--- src/rtl/button_conditioner.sv ---
// button_conditioner: two-flop sync, debounce FSM and press/release/long pulses per push-button channel
// Ports:
//   clk         - master clock
//   rst         - synchronous active-high reset
//   btn_raw     - raw asynchronous button levels, active-high
//   btn_level   - debounced level, 1 = pressed
//   btn_press   - one-cycle pulse on accepted press (and auto-repeat)
//   btn_release - one-cycle pulse on accepted release
//   btn_long    - one-cycle pulse after HOLD_CYCLES held in PRESSED
// Optional: define BUTTON_CONDITIONER_REPEAT_EN for auto-repeat press pulses after btn_long.
module button_conditioner #(
  parameter int NUM_BTN         = 2,
  parameter int DEBOUNCE_CYCLES = 1000000,
  parameter int HOLD_CYCLES     = 100000000,
  parameter int REPEAT_CYCLES   = 25000000
) (
  input  logic               clk,
  input  logic               rst,
  input  logic [NUM_BTN-1:0] btn_raw,
  output logic [NUM_BTN-1:0] btn_level,
  output logic [NUM_BTN-1:0] btn_press,
  output logic [NUM_BTN-1:0] btn_release,
  output logic [NUM_BTN-1:0] btn_long
);
  localparam int MAX_DH = DEBOUNCE_CYCLES > HOLD_CYCLES ? DEBOUNCE_CYCLES : HOLD_CYCLES;
  localparam int MAX_C = MAX_DH > REPEAT_CYCLES ? MAX_DH : REPEAT_CYCLES;
  localparam int CW = $clog2(MAX_C + 1);
  localparam logic [CW-1:0] DB = CW'(DEBOUNCE_CYCLES);
  localparam logic [CW-1:0] HD = CW'(HOLD_CYCLES);
  localparam logic [CW-1:0] ONE = CW'(1);
`ifdef BUTTON_CONDITIONER_REPEAT_EN
  localparam logic [CW-1:0] RP1 = CW'(REPEAT_CYCLES - 1);
`endif

  typedef enum logic [1:0] {IDLE, PRESS_WAIT, PRESSED, RELEASE_WAIT} state_t;

  logic [NUM_BTN-1:0] r_s1, r_s2;

  always_ff @(posedge clk) begin
    if (rst) begin
      r_s1 <= '0;
      r_s2 <= '0;
    end else begin
      r_s1 <= btn_raw;
      r_s2 <= r_s1;
    end
  end

  for (genvar g = 0; g < NUM_BTN; g++) begin : g_ch
    state_t          r_state;
    logic [CW-1:0]   r_cnt, r_hold;
    logic            r_level, r_press, r_release, r_long;
`ifdef BUTTON_CONDITIONER_REPEAT_EN
    logic [CW-1:0]   r_rep;
`endif
    always_ff @(posedge clk) begin
      if (rst) begin
        r_state   <= IDLE;
        r_cnt     <= '0;
        r_hold    <= '0;
        r_level   <= 1'b0;
        r_press   <= 1'b0;
        r_release <= 1'b0;
        r_long    <= 1'b0;
`ifdef BUTTON_CONDITIONER_REPEAT_EN
        r_rep     <= '0;
`endif
      end else begin
        r_press   <= 1'b0;
        r_release <= 1'b0;
        r_long    <= 1'b0;
        case (r_state)
          IDLE:
            if (r_s2[g]) begin
              r_state <= PRESS_WAIT;
              r_cnt   <= ONE;
            end
          PRESS_WAIT:
            if (!r_s2[g]) begin
              r_state <= IDLE;
              r_cnt   <= '0;
            end else if (r_cnt == DB) begin
              r_state <= PRESSED;
              r_level <= 1'b1;
              r_press <= 1'b1;
              r_hold  <= '0;
              r_cnt   <= '0;
`ifdef BUTTON_CONDITIONER_REPEAT_EN
              r_rep   <= '0;
`endif
            end else begin
              r_cnt <= r_cnt + ONE;
            end
          PRESSED: begin
            // hold counter saturates so btn_long fires exactly once per press
            if (r_hold != HD) begin
              r_hold <= r_hold + ONE;
              r_long <= (r_hold == HD - ONE);
            end
            if (!r_s2[g]) begin
              r_state <= RELEASE_WAIT;
              r_cnt   <= ONE;
`ifdef BUTTON_CONDITIONER_REPEAT_EN
              r_rep   <= '0;
`endif
            end
`ifdef BUTTON_CONDITIONER_REPEAT_EN
            else if (r_hold == HD) begin
              r_rep   <= (r_rep == RP1) ? '0 : r_rep + ONE;
              r_press <= (r_rep == RP1);
            end
`endif
          end
          RELEASE_WAIT:
            // hold counter kept on bounce-back so btn_long is not re-issued
            if (r_s2[g]) begin
              r_state <= PRESSED;
              r_cnt   <= '0;
            end else if (r_cnt == DB) begin
              r_state   <= IDLE;
              r_level   <= 1'b0;
              r_release <= 1'b1;
              r_cnt     <= '0;
              r_hold    <= '0;
            end else begin
              r_cnt <= r_cnt + ONE;
            end
          default: r_state <= IDLE;
        endcase
      end
    end
    assign btn_level[g]   = r_level;
    assign btn_press[g]   = r_press;
    assign btn_release[g] = r_release;
    assign btn_long[g]    = r_long;
  end
endmodule
--- config.mk ---
export PLATFORM = sky130hd
export DESIGN_NAME = button_conditioner
export DESIGN_NICKNAME = d
export VERILOG_FILES = /design/src/rtl/button_conditioner.sv
export SDC_FILE = /design/constraint.sdc
export NUM_CORES = 1
export LEC_CHECK = 0
export ABC_AREA = 1
export BUFFER_PORTS_ARGS = -buffer_cell sky130_fd_sc_hd__buf_2
export CAP_MARGIN = 20
export CORE_UTILIZATION = 45
export DETAILED_ROUTE_END_ITERATION = 12
export GPL_TIMING_DRIVEN = 0
export PLACE_DENSITY_LB_ADDON = 0.12
export SYNTH_ARGS = -nofsm -noshare
export SYNTH_HDL_FRONTEND = slang
export SYNTH_SLANG_ARGS = --single-unit
--- constraint.sdc ---
create_clock -name clk -period 4.2 [get_ports clk]
set_clock_uncertainty 0.15 [all_clocks]
set_input_delay 0.21 -clock clk [delete_from_list [all_inputs] [get_ports clk]]
set_output_delay 0.21 -clock clk [all_outputs]
set_load 0.05 [all_outputs]
Word level (Yosys, flattened, before mapping)
Cells that the tools add are included.

Multiplexer cells: 48. Bitwise gates (word level): 10. $add $sub $neg: 4. Reductions and logical operators: 20. Eq/ne operators: 30.

Operator list (count): two-way mux 27 bit (18); one-hot mux 27 bit (4 select lines) (2); one-hot mux 27 bit (3 select lines) (2); adder 27 x 1 -> 27 bit (second input constant) (4); equality test 27 x 20 -> 1 bit (second input constant) (2); equality test 27 bit (second input constant) (2); != test 27 bit (second input constant) (2); != test 2 bit (second input constant) (14); two-way mux 2 bit (12); OR reduction 3 bit (6); one-hot mux 2 bit (4 select lines) (2); AND reduction 4 bit (4); != test 3 bit (second input constant) (4); two-way mux 1 bit (10); NOT 1 bit (10); AND reduction 5 bit (2); equality test 2 bit (second input constant) (4); nonzero test 3 bit (2); equality test 2 x 1 -> 1 bit (second input constant) (2); logical NOT 2 bit (2); one-hot mux 1 bit (2 select lines) (2); AND reduction 2 bit (2); nonzero test 2 bit (2).

Register bits: 124. Logic and storage cells: 128. Input bits: 4. Output and inout bits: 8.

Longest topological paths before layout
Word-level depth: 4. Mapped depth: 14. Mapped depth without buffers: 13.

Worst setup path after synthesis
OpenSTA, ideal clock, no wires.

Kind: flip-flop to flip-flop. Start point: reg g_ch[0].r_hold[0]. End point: reg g_ch[0].r_hold[12]. Arrival time: 1.557 ns. Setup slack: 2.424 ns. Library setup time: 0.069 ns. Path buffers: 0. Cell stages (with the launch flop): 8. Clock period less this slack: 1.776 ns. Required time: 3.981 ns. Cell sequence: dfxtp_1 ha_1 nand2_1 nor2_1 nand3_1 xor2_1 or2_2 a21oi_2.

Longest elaborated chain between the ends: 3. Elaborated cells between the ends (all ways): 6. Those cells by class: add/sub: 1; eq/ne: 2; mux: 2; reduce/logical: 1.

RTL lines: start, declared (RTL line 51) `logic [CW-1:0] r_cnt, r_hold;`; start signal, assigned (RTL line 97) `r_hold <= r_hold + ONE;`; adder 27 x 1 -> 27 bit / != test 27 bit (equally long branches) (RTL line 97, 96); two-way mux 27 bit / != test 2 bit (equally long branches); one-hot mux 27 bit (3 select lines) / AND reduction 4 bit (equally long branches).

Several ways; a longest one is shown, not always the timed one. The select of a mux whose other input is x is not followed. A chain may end at the register's enable or synchronous reset.

Worst setup path in the final report
Start point: reg g_ch[0].r_hold[0]. End point: reg g_ch[0].r_hold[24].

Same word-level chain as after synthesis.

==> impl_metrics.sql <==
INSERT INTO impl_metrics (metric_group, metric, value, unit) VALUES
('clock_network', 'cts-root-to-sink-buffers', '2', ''),
('synthesis', 'number_of_storage_elements_in_the_synthesis_netlist', '124', ''),
('place', 'post-dp-hpwl', '15.7', 'mm'),
('synthesis', 'syn-mean-instance-area', '6.08', 'um^2'),
('timing', 'setup-violations-final', '0', ''),
('synthesis', 'ys.flop_type', 'sky130_fd_sc_hd__dfxtp_1', ''),
('synthesis', 'synth_cells', '1317', ''),
('synthesis', 'ys_async_sr_fraction', '0', '%'),
('run', 'total_of_max_cap_violations', '0', ''),
('global_route', 'grt_start_max_net_pins', '17', ''),
('timing', 'relSlewSlack', '43.9', '%'),
('timing', 'clock.fmax', '0.443', 'GHz'),
('global_route', 'first_global_vias', '7189', ''),
('clock_network', 'clkTransAtPathRegs', '60', 'ps'),
('drt', 'route.vias.total', '8194', ''),
('synthesis', 'synthDistinctLibCells', '40', ''),
('floorplan', 'floorplan.die_area', '0.0183', 'mm^2'),
('finish', 'nFillCells', '1829', ''),
('place', 'post_dp_cell_area', '0.00834', 'mm^2'),
('global_route', 'globalRouteTotalUtil', '24.7', '%'),
('clock_network', 'htree_num_levels', '4', ''),
('clock_network', 'latest_clock_arrival_within_the_worst_skew_pair', '430', 'ps'),
('timing', 'finalHoldViolations', '0', ''),
('clock_network', 'clockRootBuffer', 'sky130_fd_sc_hd__clkbuf_16', ''),
('finish', 'utilization', '51.5', '%'),
('power_and_ir_drop', 'ir_worst_vdd', '0.289', 'mV'),
('clock_network', 'cts_tree', 'done', ''),
('place', 'port_buffers', '11', ''),
('critical_path', 'worst_setup_path_end_kind', 'register', ''),
('power_and_ir_drop', 'power.density_cell_area', '304', 'mW/mm^2'),
('floorplan', 'fp-row-count', '48', ''),
('global_route', 'grt_first_pass_wirelength', '35.7', 'mm'),
('power_and_ir_drop', 'design_power_total', '0.00272', 'W'),
('synthesis', 'synth_seq_area_share', '31.0', '%'),
('synthesis', 'synth_fp_nets', '1329', ''),
('critical_path', 'critical_path_required', '4410', 'ps'),
('critical_path', 'timing.setup.critical_path_class', 'register to register', ''),
('finish', 'antenna_diode_instance_count', '0', ''),
('synthesis', 'yosysWarningCount', '0', ''),
('clock_network', 'cts_made_buffers', '17', ''),
('clock_network', 'post_cts.repair.setup_buffers', '0', ''),
('clock_network', 'numClockSinks', '124', ''),
('place', 'placed_cells', '1553', ''),
('critical_path', 'slowest_delay', '410', 'ps'),
('global_route', 'grt_antenna_before_repair', '0', ''),
('synthesis', 'post_synth_edffs', '0', ''),
('timing', 'setup-tns-final', '0', 'ps'),
('drt', 'detailedRoute.firstPassIterationCount', '5', ''),
('drt', 'drt_iter0_markers', '611', ''),
('critical_path', 'timing.critical_path.mode_cell', 'sky130_fd_sc_hd__nand2_1', ''),
('critical_path', 'critical_path.cell_chain', 'ha_1 -> nand2_1 -> nor2_1 -> nand2_1 -> inv_1 -> nand2_1 -> nand2_1 -> nand2_1 -> nor2_1 -> nand2_1 -> a21oi_1', ''),
('finish', 'finalNonFillerCells', '1586', ''),
('status', 'outcome', 'finished, final reports clean', ''),
('floorplan', 'initial_core_util', '46.1', '%'),
('drt', 'route.detailed.vias_per_inst', '5.17', ''),
('timing', 'final.min_clock_period', '2250', 'ps'),
('floorplan', 'floorplan.die.height', '135', 'um'),
('critical_path', 'cp_max_fo', '6', ''),
('power_and_ir_drop', 'power.leakage', '3.25', 'nW'),
('critical_path', 'cp_num_buf_inv', '1', ''),
('synthesis', 'synth_area', '0.00801', 'mm^2'),
('global_route', 'grt.overflow.total', '0', ''),
('timing', 'rsz0062_at_grt', 'false', ''),
('finish', 'final_net_count', '1361', ''),
('finish', 'post_route_cells_drive_above_1_share', '10.3', '%'),
('critical_path', 'timing.critical_path.max_delay_family', 'simple AND/OR/NAND/NOR gates', ''),
('finish', 'areaGrowthSynthToFinish', '11.7', '%'),
('min_path', 'min_path_type', 'input port to register', ''),
('floorplan', 'design.core.area', '0.0174', 'mm^2'),
('floorplan', 'die_width', '135', 'um'),
('timing', 'slew_violations', '0', ''),
('place', 'gp_congestion', '0.966', ''),
('drt', 'ant_nets', '0', ''),
('timing', 'tightest_slew', '841', 'ps'),
('floorplan', 'num_io_pins', '12', ''),
('drt', 'wl_per_cell', '13.7', 'um'),
('drt', 'drc', '0', ''),
('drt', 'detail_route.wirelength', '21.8', 'mm'),
('critical_path', 'cpMaxStageDelayCell', 'sky130_fd_sc_hd__dfxtp_1', ''),
('critical_path', 'timing.critical_path.arrival', '2460', 'ps'),
('timing', 'min_period_over_period', '53.7', '%'),
('critical_path', 'worstSetupStartpointType', 'register', ''),
('finish', 'stdcell_area', '0.00894', 'mm^2');
## synth_stat cells (3+ instances only)
cell type | number | area, um^2
sky130_fd_sc_hd__nand4_1 | 26 | 163
sky130_fd_sc_hd__clkbuf_1 | 15 | 56.3
sky130_fd_sc_hd__a21oi_1 | 89 | 445
sky130_fd_sc_hd__nand3b_1 | 3 | 22.5
sky130_fd_sc_hd__o21ai_0 | 31 | 155
sky130_fd_sc_hd__nand2_2 | 5 | 31.3
sky130_fd_sc_hd__inv_2 | 8 | 30.0
sky130_fd_sc_hd__buf_2 | 4 | 20.0
sky130_fd_sc_hd__nor2_2 | 12 | 75.1
sky130_fd_sc_hd__inv_1 | 134 | 503
sky130_fd_sc_hd__nand3_1 | 135 | 676
sky130_fd_sc_hd__nor2_4 | 7 | 78.8
sky130_fd_sc_hd__o22ai_1 | 6 | 37.5
sky130_fd_sc_hd__nand2_1 | 404 | 1520
sky130_fd_sc_hd__ha_1 | 8 | 100
sky130_fd_sc_hd__nor4_1 | 4 | 25.0
sky130_fd_sc_hd__a21oi_2 | 13 | 114
sky130_fd_sc_hd__buf_6 | 7 | 78.8
sky130_fd_sc_hd__or2_2 | 11 | 68.8
sky130_fd_sc_hd__xor2_1 | 9 | 78.8
sky130_fd_sc_hd__buf_4 | 16 | 120
sky130_fd_sc_hd__dfxtp_1 | 124 | 2480
sky130_fd_sc_hd__nor2_1 | 196 | 736
sky130_fd_sc_hd__nand3_2 | 12 | 120
sky130_fd_sc_hd__nor3_1 | 19 | 95.1
## registers in the layout (all words and copies together) (netlist names), named ones only
signal and cells:
g_ch.r_cnt 54, g_ch.r_hold 54, g_ch.r_level 2, g_ch.r_long 2
g_ch.r_press 2, g_ch.r_release 2, g_ch.r_state 2, r_s1 2
r_s2 2
## through the flow
step | hold slack [ps] | worst slack, ps
after floorplan | 167 | 2420
after global placement | 247 | 1980
after detailed placement | 251 | 1970
after CTS | 163 | 1940
after global routing | 209 | 1760
final | 161 | 1950
## worst min-delay path: stages
cell,delay [ps]
sky130_fd_sc_hd__buf_2,100
sky130_fd_sc_hd__inv_1,130
sky130_fd_sc_hd__nand4_1,180
sky130_fd_sc_hd__nor3_1,60
## cell type report
class	instances	area, um^2	share of cell area, %
Timing Repair Buffer	13	75.1	0.839
Buffer	45	314	3.51
Clock inverter	7	87.6	0.979
Multi-Input combinational cell	1005	4670	52.3
Clock buffer	24	492	5.50
Sequential cell	124	2480	27.8
Tap cell	225	282	3.15
Inverter	143	537	6.00
## per-layer routing
layer  GRT usage, %  vias to the layer above  routed length [um]
met3           4.45                       31                 823
li1               -                     4261                   -
met5              0                        -                   0
met2           39.1                      180                9800
met1           33.7                     3722               10800
met4           8.55                        0                 365
## worst paths after layout
kind / from / endpoint / slack [ps] / cells after the start
hold reg to reg: r_s1[0]$_SDFF_PP0_ / r_s2[0]$_SDFF_PP0_ / 270 / 2
setup / recovery: g_ch[0].r_hold[0]$_SDFFE_PP0P_ / g_ch[0].r_hold[24]$_SDFFE_PP0P_ / 1950 / 11
setup reg to reg: g_ch[0].r_hold[0]$_SDFFE_PP0P_ / g_ch[0].r_hold[24]$_SDFFE_PP0P_ / 1950 / 11
hold / removal: rst / g_ch[1].r_release$_SDFF_PP0_ / 160 / 4
## cell families (layout without fill, tap and decap cells)
| logic type | count (synthesis) | count (layout) | share of synthesized area, % |
|---|---|---|---|
| xor gates and xnor gates | 10 | 10 | 1.09 |
| adders and majority gates | 8 | 8 | 1.25 |
| AOI/OAI and AO/OA | 146 | 146 | 10.2 |
| DFF | 124 | 124 | 31.0 |
| and+or+nand+nor | 841 | 841 | 45.9 |
| buffers and inverters | 188 | 232 | 10.6 |
## power by group
group | switching, W | leakage [nW] | internal (W) | total, W
Combinational | 0.0000494 | 1.97 | 0.0000139 | 0.0000633
Sequential | 0.00000279 | 0.999 | 0.00118 | 0.00118
Clock | 0.000545 | 0.286 | 0.000928 | 0.00147
Total | 0.000597 | 3.25 | 0.00212 | 0.00272
## what timing repair did
item                                    CTS  global route
hold buffers                              2             0
hold endpoints to repair                  2             0
resized for setup                         0             0
endpoints found under the setup margin    0             0
## layout by cell type (no fill, tap or decap), types with 3 or more instances in the layout
| master | netlist | layout |
|---|---|---|
| sky130_fd_sc_hd__nand2_2 | 5 | 5 |
| sky130_fd_sc_hd__a21oi_1 | 89 | 89 |
| sky130_fd_sc_hd__nand3b_1 | 3 | 3 |
| sky130_fd_sc_hd__ha_1 | 8 | 8 |
| sky130_fd_sc_hd__or2_2 | 11 | 11 |
| sky130_fd_sc_hd__nor2_2 | 12 | 12 |
| sky130_fd_sc_hd__buf_2 | 4 | 15 |
| sky130_fd_sc_hd__clkbuf_16 | 0 | 17 |
| sky130_fd_sc_hd__clkinv_2 | 0 | 4 |
| sky130_fd_sc_hd__clkbuf_1 | 15 | 18 |
| sky130_fd_sc_hd__buf_4 | 16 | 16 |
| sky130_fd_sc_hd__nor2_1 | 196 | 196 |
| sky130_fd_sc_hd__clkbuf_8 | 0 | 4 |
| sky130_fd_sc_hd__nand3_2 | 12 | 12 |
| sky130_fd_sc_hd__o22ai_1 | 6 | 6 |
| sky130_fd_sc_hd__nor4_1 | 4 | 4 |
| sky130_fd_sc_hd__inv_1 | 134 | 134 |
| sky130_fd_sc_hd__nand3_1 | 135 | 135 |
| sky130_fd_sc_hd__nand4_1 | 26 | 26 |
| sky130_fd_sc_hd__a21oi_2 | 13 | 13 |
| sky130_fd_sc_hd__o21ai_0 | 31 | 31 |
| sky130_fd_sc_hd__buf_6 | 7 | 7 |
| sky130_fd_sc_hd__nand2_1 | 404 | 404 |
| sky130_fd_sc_hd__nor2_4 | 7 | 7 |
| sky130_fd_sc_hd__xor2_1 | 9 | 9 |
| sky130_fd_sc_hd__dfxtp_1 | 124 | 124 |
| sky130_fd_sc_hd__nor3_1 | 19 | 19 |
| sky130_fd_sc_hd__inv_2 | 8 | 8 |
Power figures use the tool's default switching activity.
